**src/rtl/throttle_controller.sv**
```systemverilog
// Arming, watchdog failsafe and slew-rate limiter between the DShot decoder and pwmout.
// target_speed only moves at PWM period boundaries once the block is armed.
module throttle_controller #(
  parameter int ARM_FRAMES     = 10,
  parameter int TIMEOUT_CYCLES = 160000,
  parameter int SLEW_CYCLES    = 6400
) (
  input  logic       clk,
  input  logic       rst_n,
  input  logic       frame_valid,
  input  logic       frame_crc_ok,
  input  logic [7:0] frame_throttle,
  input  logic       pwm_period_start,
  output logic [7:0] target_speed,
  output logic       armed,
  output logic       failsafe,
  output logic [1:0] state
);

  localparam int WW = $clog2(TIMEOUT_CYCLES + 1);
  localparam int SW = $clog2(SLEW_CYCLES + 1);
  localparam int AW = $clog2(ARM_FRAMES + 1);
  localparam logic [WW-1:0] WD_MAX     = WW'(TIMEOUT_CYCLES);
  localparam logic [WW-1:0] WD_EXPIRE  = WW'(TIMEOUT_CYCLES - 1);
  localparam logic [SW-1:0] SLEW_LAST  = SW'(SLEW_CYCLES - 1);
  localparam logic [AW-1:0] ARM_TARGET = AW'(ARM_FRAMES);

  typedef enum logic [1:0] {
    DISARMED = 2'b00,
    ARMING   = 2'b01,
    ARMED    = 2'b10,
    FAILSAFE = 2'b11
  } state_t;

  state_t        cur_state, next_state;
  logic [WW-1:0] wd_cnt;
  logic [SW-1:0] slew_cnt;
  logic [AW-1:0] arm_cnt, arm_cnt_n, arm_cnt_inc;
  logic [7:0]    cmd, cmd_n, ramp, ramp_n;
  logic          good_frame, zero_frame, timeout, tick;

  assign good_frame  = frame_valid & frame_crc_ok;
  assign zero_frame  = (frame_throttle == 8'd0);
  assign timeout     = (wd_cnt >= WD_EXPIRE);
  assign tick        = (slew_cnt == SLEW_LAST);
  assign arm_cnt_inc = arm_cnt + AW'(1);
  assign state       = cur_state;

  // A good frame always takes precedence over a coincident timeout.
  always_comb begin
    next_state = cur_state;
    cmd_n      = cmd;
    ramp_n     = ramp;
    arm_cnt_n  = arm_cnt;
    case (cur_state)
      DISARMED: begin
        cmd_n     = 8'd0;
        ramp_n    = 8'd0;
        arm_cnt_n = '0;
        if (good_frame && zero_frame) begin
          next_state = ARMING;
          arm_cnt_n  = AW'(1);
        end
      end
      ARMING: begin
        cmd_n  = 8'd0;
        ramp_n = 8'd0;
        if (good_frame) begin
          if (zero_frame) begin
            arm_cnt_n = arm_cnt_inc;
            if (arm_cnt_inc == ARM_TARGET) next_state = ARMED;
          end else begin
            next_state = DISARMED;
            arm_cnt_n  = '0;
          end
        end else if (timeout) begin
          next_state = DISARMED;
          arm_cnt_n  = '0;
        end
      end
      ARMED: begin
        arm_cnt_n = '0;
        if (good_frame) cmd_n = frame_throttle;
        if (cmd < ramp)              ramp_n = cmd;
        else if (tick && cmd > ramp) ramp_n = ramp + 8'd1;
        if (!good_frame && timeout) next_state = FAILSAFE;
      end
      default: begin
        cmd_n     = 8'd0;
        arm_cnt_n = '0;
        if (tick && ramp != 8'd0) ramp_n = ramp - 8'd1;
        if (good_frame && zero_frame && ramp == 8'd0) next_state = DISARMED;
      end
    endcase
  end

  always_ff @(posedge clk) begin
    if (!rst_n) begin
      cur_state    <= DISARMED;
      wd_cnt       <= '0;
      slew_cnt     <= '0;
      arm_cnt      <= '0;
      cmd          <= 8'd0;
      ramp         <= 8'd0;
      target_speed <= 8'd0;
      armed        <= 1'b0;
      failsafe     <= 1'b0;
    end else begin
      cur_state <= next_state;
      arm_cnt   <= arm_cnt_n;
      cmd       <= cmd_n;
      ramp      <= ramp_n;
      armed     <= (next_state == ARMED);
      failsafe  <= (next_state == FAILSAFE);
      if (good_frame)             wd_cnt <= '0;
      else if (wd_cnt != WD_MAX)  wd_cnt <= wd_cnt + WW'(1);
      if (tick) slew_cnt <= '0;
      else      slew_cnt <= slew_cnt + SW'(1);
      // Sample the pre-update ramp so pwmout sees a whole-period-stable duty.
      if (next_state == DISARMED || next_state == ARMING) target_speed <= 8'd0;
      else if (pwm_period_start)                          target_speed <= ramp;
    end
  end

endmodule

```
**config.mk**
```make
export PLATFORM = sky130hd
export DESIGN_NAME = throttle_controller
export DESIGN_NICKNAME = d
export VERILOG_FILES = /design/src/rtl/throttle_controller.sv
export SDC_FILE = /design/constraint.sdc
export NUM_CORES = 1
export LEC_CHECK = 0
export ABC_CLOCK_PERIOD_IN_PS = 5200
export CAP_MARGIN = 10
export CORE_MARGIN = 5
export CORE_UTILIZATION = 38
export CTS_CLUSTER_DIAMETER = 60
export DETAILED_ROUTE_END_ITERATION = 6
export SLEW_MARGIN = 20
export SYNTH_ARGS = -nofsm -noshare
export SYNTH_HDL_FRONTEND = slang
export SYNTH_SLANG_ARGS = --single-unit
```
**constraint.sdc**
```tcl
create_clock -name clk -period 5.2 [get_ports clk]
set_input_delay 0.52 -clock clk [delete_from_list [all_inputs] [get_ports clk]]
set_output_delay 0.52 -clock clk [all_outputs]
set_load 0.02 [all_outputs]
```
# == Yosys cells after proc, flatten, opt, wreduce, memory -nomap -nowiden ==
# Index checks and enable logic that the tools add are counted.
# word_totals
out_inout_bits,12
elab_cells,65
register_bits,63
# op_classes
n_eq_ne,10
n_addsub,5
mux,17
n_reduce_logical,19
magnitude_cmp,3
n_bitwise,2
# ops
op,count
8-bit two-way mux,3
18-bit by 1-bit adder with 18-bit output (second input constant),1
18-bit greater-or-equal comparator (second input constant),1
18-bit != test (second input constant),1
8-bit zero test,2
8-bit case mux with 2 select lines,1
2-bit two-way mux,7
13-bit by 1-bit adder with 13-bit output (second input constant),1
13-bit == test (second input constant),1
4-bit two-way mux,3
8-bit by 1-bit adder with 8-bit output (second input constant),1
8-bit greater-than comparator,1
8-bit less-than comparator,1
4-bit case mux with 2 select lines,1
8-bit nonzero test,1
2-bit OR reduction,4
8-bit by 1-bit subtractor with 8-bit output (second input constant),1
2-bit == test (second input constant),3
3-bit != test (second input constant),2
2-bit case mux with 3 select lines,1
1-bit logical AND,5
4-bit by 1-bit adder with 4-bit output (second input constant),1
2-bit by 1-bit == test with 1-bit output (second input constant),2
4-bit == test (second input constant),1
8 further kinds,10

# == Longest topological paths before layout ==
# depth
ltp_word,9
ltp_mapped,9

# == Least setup slack after synthesis ==
# OpenSTA, ideal clock, no wires.
# synth_path
path_kind,register to register
startpoint,register ramp[3]
endpoint,register ramp[3]
path_slack_ns,3.067
setup_time_ns,0.138
t_arrival_ns,1.996
path_buffers,2
path_stages_with_launch,10
cell_sequence,dfxtp_1 -> buf_2 -> inv_1 -> ha_1 -> a21oi_1 -> a31o_1 -> clkbuf_1 -> nand2_1 -> o311ai_0 -> o211ai_2
# synth_via
elab_chain_len,4
word_cells_on_any_way,14
classes_between,2 x add/sub; 2 x order compare; 1 x eq/ne; 4 x mux; 5 x reduce/logical
# synth_rtl
item,line,source
start: declaration,39,"logic [7:0] cmd, cmd_n, ramp, ramp_n;"
start signal: assignment,112,ramp <= ramp_n;
"8-bit by 1-bit adder with 8-bit output, or another cell as far along",85,else if (tick && cmd > ramp) ramp_n = ramp + 8'd1;
"8-bit two-way mux, or another cell as far along",85,
"8-bit two-way mux, or another cell as far along",84,if (cmd < ramp) ramp_n = cmd;
8-bit case mux with 2 select lines / 2-bit AND reduction (equally long branches),-,
# Several ways; a longest one is shown, not always the timed one. The select of a mux whose other input is x is not followed.
# A chain may end at the register's enable or synchronous reset.

# == Final worst setup path ==
# layout_path
startpoint,register cur_state[0] (netlist: state[0])
endpoint,register armed
# layout_via
elab_chain_len,5
word_cells_on_any_way,12
classes_between,3 x eq/ne; 8 x mux; 1 x reduce/logical
# layout_rtl
item,line,source
start: declaration,35,"state_t cur_state, next_state;"
start signal: assignment,109,cur_state <= next_state;
2-bit two-way mux,71,if (arm_cnt_inc == ARM_TARGET) next_state = ARMED;
2-bit two-way mux,69,if (zero_frame) begin
2-bit two-way mux,68,if (good_frame) begin
2-bit case mux with 3 select lines (*),55,case (cur_state)
2-bit == test (*),113,armed <= (next_state == ARMED);
end signal: assignment,113,
end: declaration,15,"output logic armed,"
# Every way passes the cells marked *; elsewhere a longest branch is shown, timed or not.

==> results.txt <==
Reg power frac: 53.9%
Vias in the first global route: 2961
Final Hold Viols: 0
Hold Crit Class: reg2reg
Placer Congestion: 0.859
Row count: 35
HP Start: slew_cnt[0]
Reg-to-Reg End: armed
Clock transition at the registers of the reported paths: 0.08 ns
Largest net degree at the start of global routing: 24
Synth area leader: dfxtp_1
# hold bufs at CTS: 0
Critical-path maximum fanout: 23
CTS Root Cell: clkbuf_8
Syn Area/Cell: 8.66 sq um
Area grow syn2layout: 13.3%
Antenna viol nets, final: 0
Reg2Reg Depth: 4
Cell with the most instances after synthesis: dfxtp_1
Final cell count without fillers: 549
Sw Ratio: 24.6%
VDD IR-drop max: 112 uV
Max cap viols: 0
Tcrit/Tclk final: 52.9%
R2R Setup Slk: 2.45 ns
WL per Instance: 15.3 microns
Setup TNS Final: 0 ns
Finish-stage setup viols: 0
DRC: 0
GRT overflow: 0
Final Max Tran Viols: 0
DP Cell Count: 533
I/O Buffers: 24
Top FF cell, synth: dfxtp_1
Vias per cell: 5.62
Leakage: 1.38 nW
Clk buf depth: 2
Final net count: 462
Netlist cell types: 73
Comb power frac: 3.7%
Dpl hpwl: 6190 microns
Layout cell share with drive strength beyond 1: 8.22%
Number of diodes: 0
Width of the die: 107 microns
Net Switching: 0.000224 W
Initial antenna violation count: 0
Ports: 25
Register Area: 1260 sq um
Post-CTS setup buffers: 0
Synthesis warning total: 0
Fmax: 364 MHz
Multi-input logic area: 2160 sq um
CP endpoint kind: register
Worst Skew: 0.00697 ns
Register area share after synthesis: 35.2%
Top cells by count, synth: dfxtp_1 (63), nor2_1 (44), nand2_1 (38)
Fin crit period: 2.75 ns
Synthesized area: 3580 sq um
CP Data Required Time: 5.49 ns
FF+latch count, synth: 63
Crit start category: register
WHS Path Cells: 1
Total power: 0.000910 W
WHS Endpoint: slew_cnt[0]
Clk pwr share: 42.4%
EDFF count, synth: 0
RSZ-0062 raised after global routing: no
CTS Buf Count: 9
FILL cells: 925
DRT Wirelength: 8430 microns
Syn Inst Count: 413
Outcome: finished, final reports clean
Total number of vias: 3085
Placeable Area: 9200 sq um
Area fraction of the dominant cell type after synthesis: 35.2%
PostCTS Resize Cnt: 0
TritonCTS Sinks: 63
Die H: 107 microns
Number of DRC markers in iteration 0: 111
H-Tree Level Count: 3
CTS tree: yes
Area contributors post-synth: dfxtp_1 (35%), ha_1 (5.6%), nor2_1 (4.6%)
Worst-Margin Slew: 0.894 ns
Overall routing resource usage: 15.2%
Internal cell power: 0.000686 W
Rel. slew slack: 40.3%
R2r startpoint: state[0]
Critical path class: reg2reg
Ys async rst share: 0%
Arrival time at the worst endpoint: 3.04 ns
DIE AREA: 11500 sq um
First-pass GRT wire length: 14200 microns
TritonRoute pass-1 iters: 4
Clock Latency Late Sink: 0.34 ns
PwrDens: 225 nW/um^2
Initial Util: 38.9%
Syn_nets: 442
-- per-stage QoR --
| step | hold slack [ns] | utilization [%] | instance area (sq um) | setup slack [ns] |
|---|---|---|---|---|
| after floorplan | 0.441 | - | 3580 | 3.07 |
| after global placement | 0.463 | 42.2 | 3880 | 2.51 |
| after detailed placement | 0.470 | 42.2 | 3880 | 2.41 |
| after CTS | 0.483 | 44.1 | 4050 | 2.45 |
| after global routing | 0.507 | 44.1 | 4050 | 2.20 |
| final | 0.483 | 44.1 | 4050 | 2.45 |
-- cell type report --
type | instances | area share [%]
Sequential cell | 63 | 31.1
Tap cell | 111 | 3.43
Inverter | 20 | 1.85
Timing Repair Buffer | 24 | 5.93
Clock buffer | 11 | 3.49
Multi-Input combinational cell | 315 | 53.3
Clock inverter | 5 | 0.834
-- worst max path at each step --
stage | start | end | cells after the start
6_report | state[0] | armed | 4
5_1_grt | state[0] | armed | 4
4_1_cts | state[0] | armed | 4
3_5_place_dp | frame_throttle[1] | armed | 6
3_3_place_gp | frame_throttle[1] | armed | 6
2_1_floorplan | ramp[3] | ramp[3] | 9
-- sequential cells by signal (all words and copies together) (netlist names) --
| signal | count |
|---|---|
| arm_cnt | 4 |
| armed | 1 |
| cmd | 8 |
| failsafe | 1 |
| ramp | 8 |
| slew_cnt | 13 |
| state | 2 |
| target_speed | 8 |
| wd_cnt | 18 |
-- logic make-up (layout without fill, tap and decap cells) --
logic type	Yosys count	count (layout)	synth area share, %
AOI/OAI and AO/OA	77	77	17.0
xor gates and xnor gates	29	29	7.10
adders and majority gates	16	16	5.59
buffers and inverters	35	60	4.34
DFF	63	63	35.2
muxes	11	11	3.08
and+or+nand+nor	182	182	27.6
-- critical path, stage by stage, from the launching register on --
cell and delay, ns:
dfxtp_1 0.91, clkinv_1 0.57, o41ai_1 0.51, nand3_1 0.40
and3b_1 0.32
-- routing by layer --
metal | GRT usage [%] | wire, microns | share of wire, %
met4 | 5.84 | 121 | 1.4
met2 | 25.1 | 3980 | 47
met3 | 3.73 | 401 | 4.8
met5 | 0 | 0 | 0
met1 | 19.2 | 3920 | 47
-- cells in the final DEF (no fill, tap or decap), types with 11 or more instances in the layout --
cell type        synthesis  layout
clkdlybuf4s50_1          0      24
ha_1                    16      16
and3_1                  11      11
mux2i_1                 11      11
inv_1                   19      19
xnor2_1                 15      15
nand3_1                 28      28
nand2_1                 38      38
dfxtp_1                 63      63
nor2_1                  44      44
a21oi_1                 21      21
xor2_1                  14      14
-- power by group through the flow --
stage	sequential (W)	combinational (W)	clock, W
6_report	0.000490	0.0000338	0.000386
5_1_grt	0.000491	0.0000370	0.000420
4_1_cts	0.000490	0.0000344	0.000397
3_5_place_dp	0.000501	0.0000342	0
3_3_place_gp	0.000501	0.0000336	0
2_1_floorplan	0.000500	0.0000184	0
(Power assumes the default switching activity.)
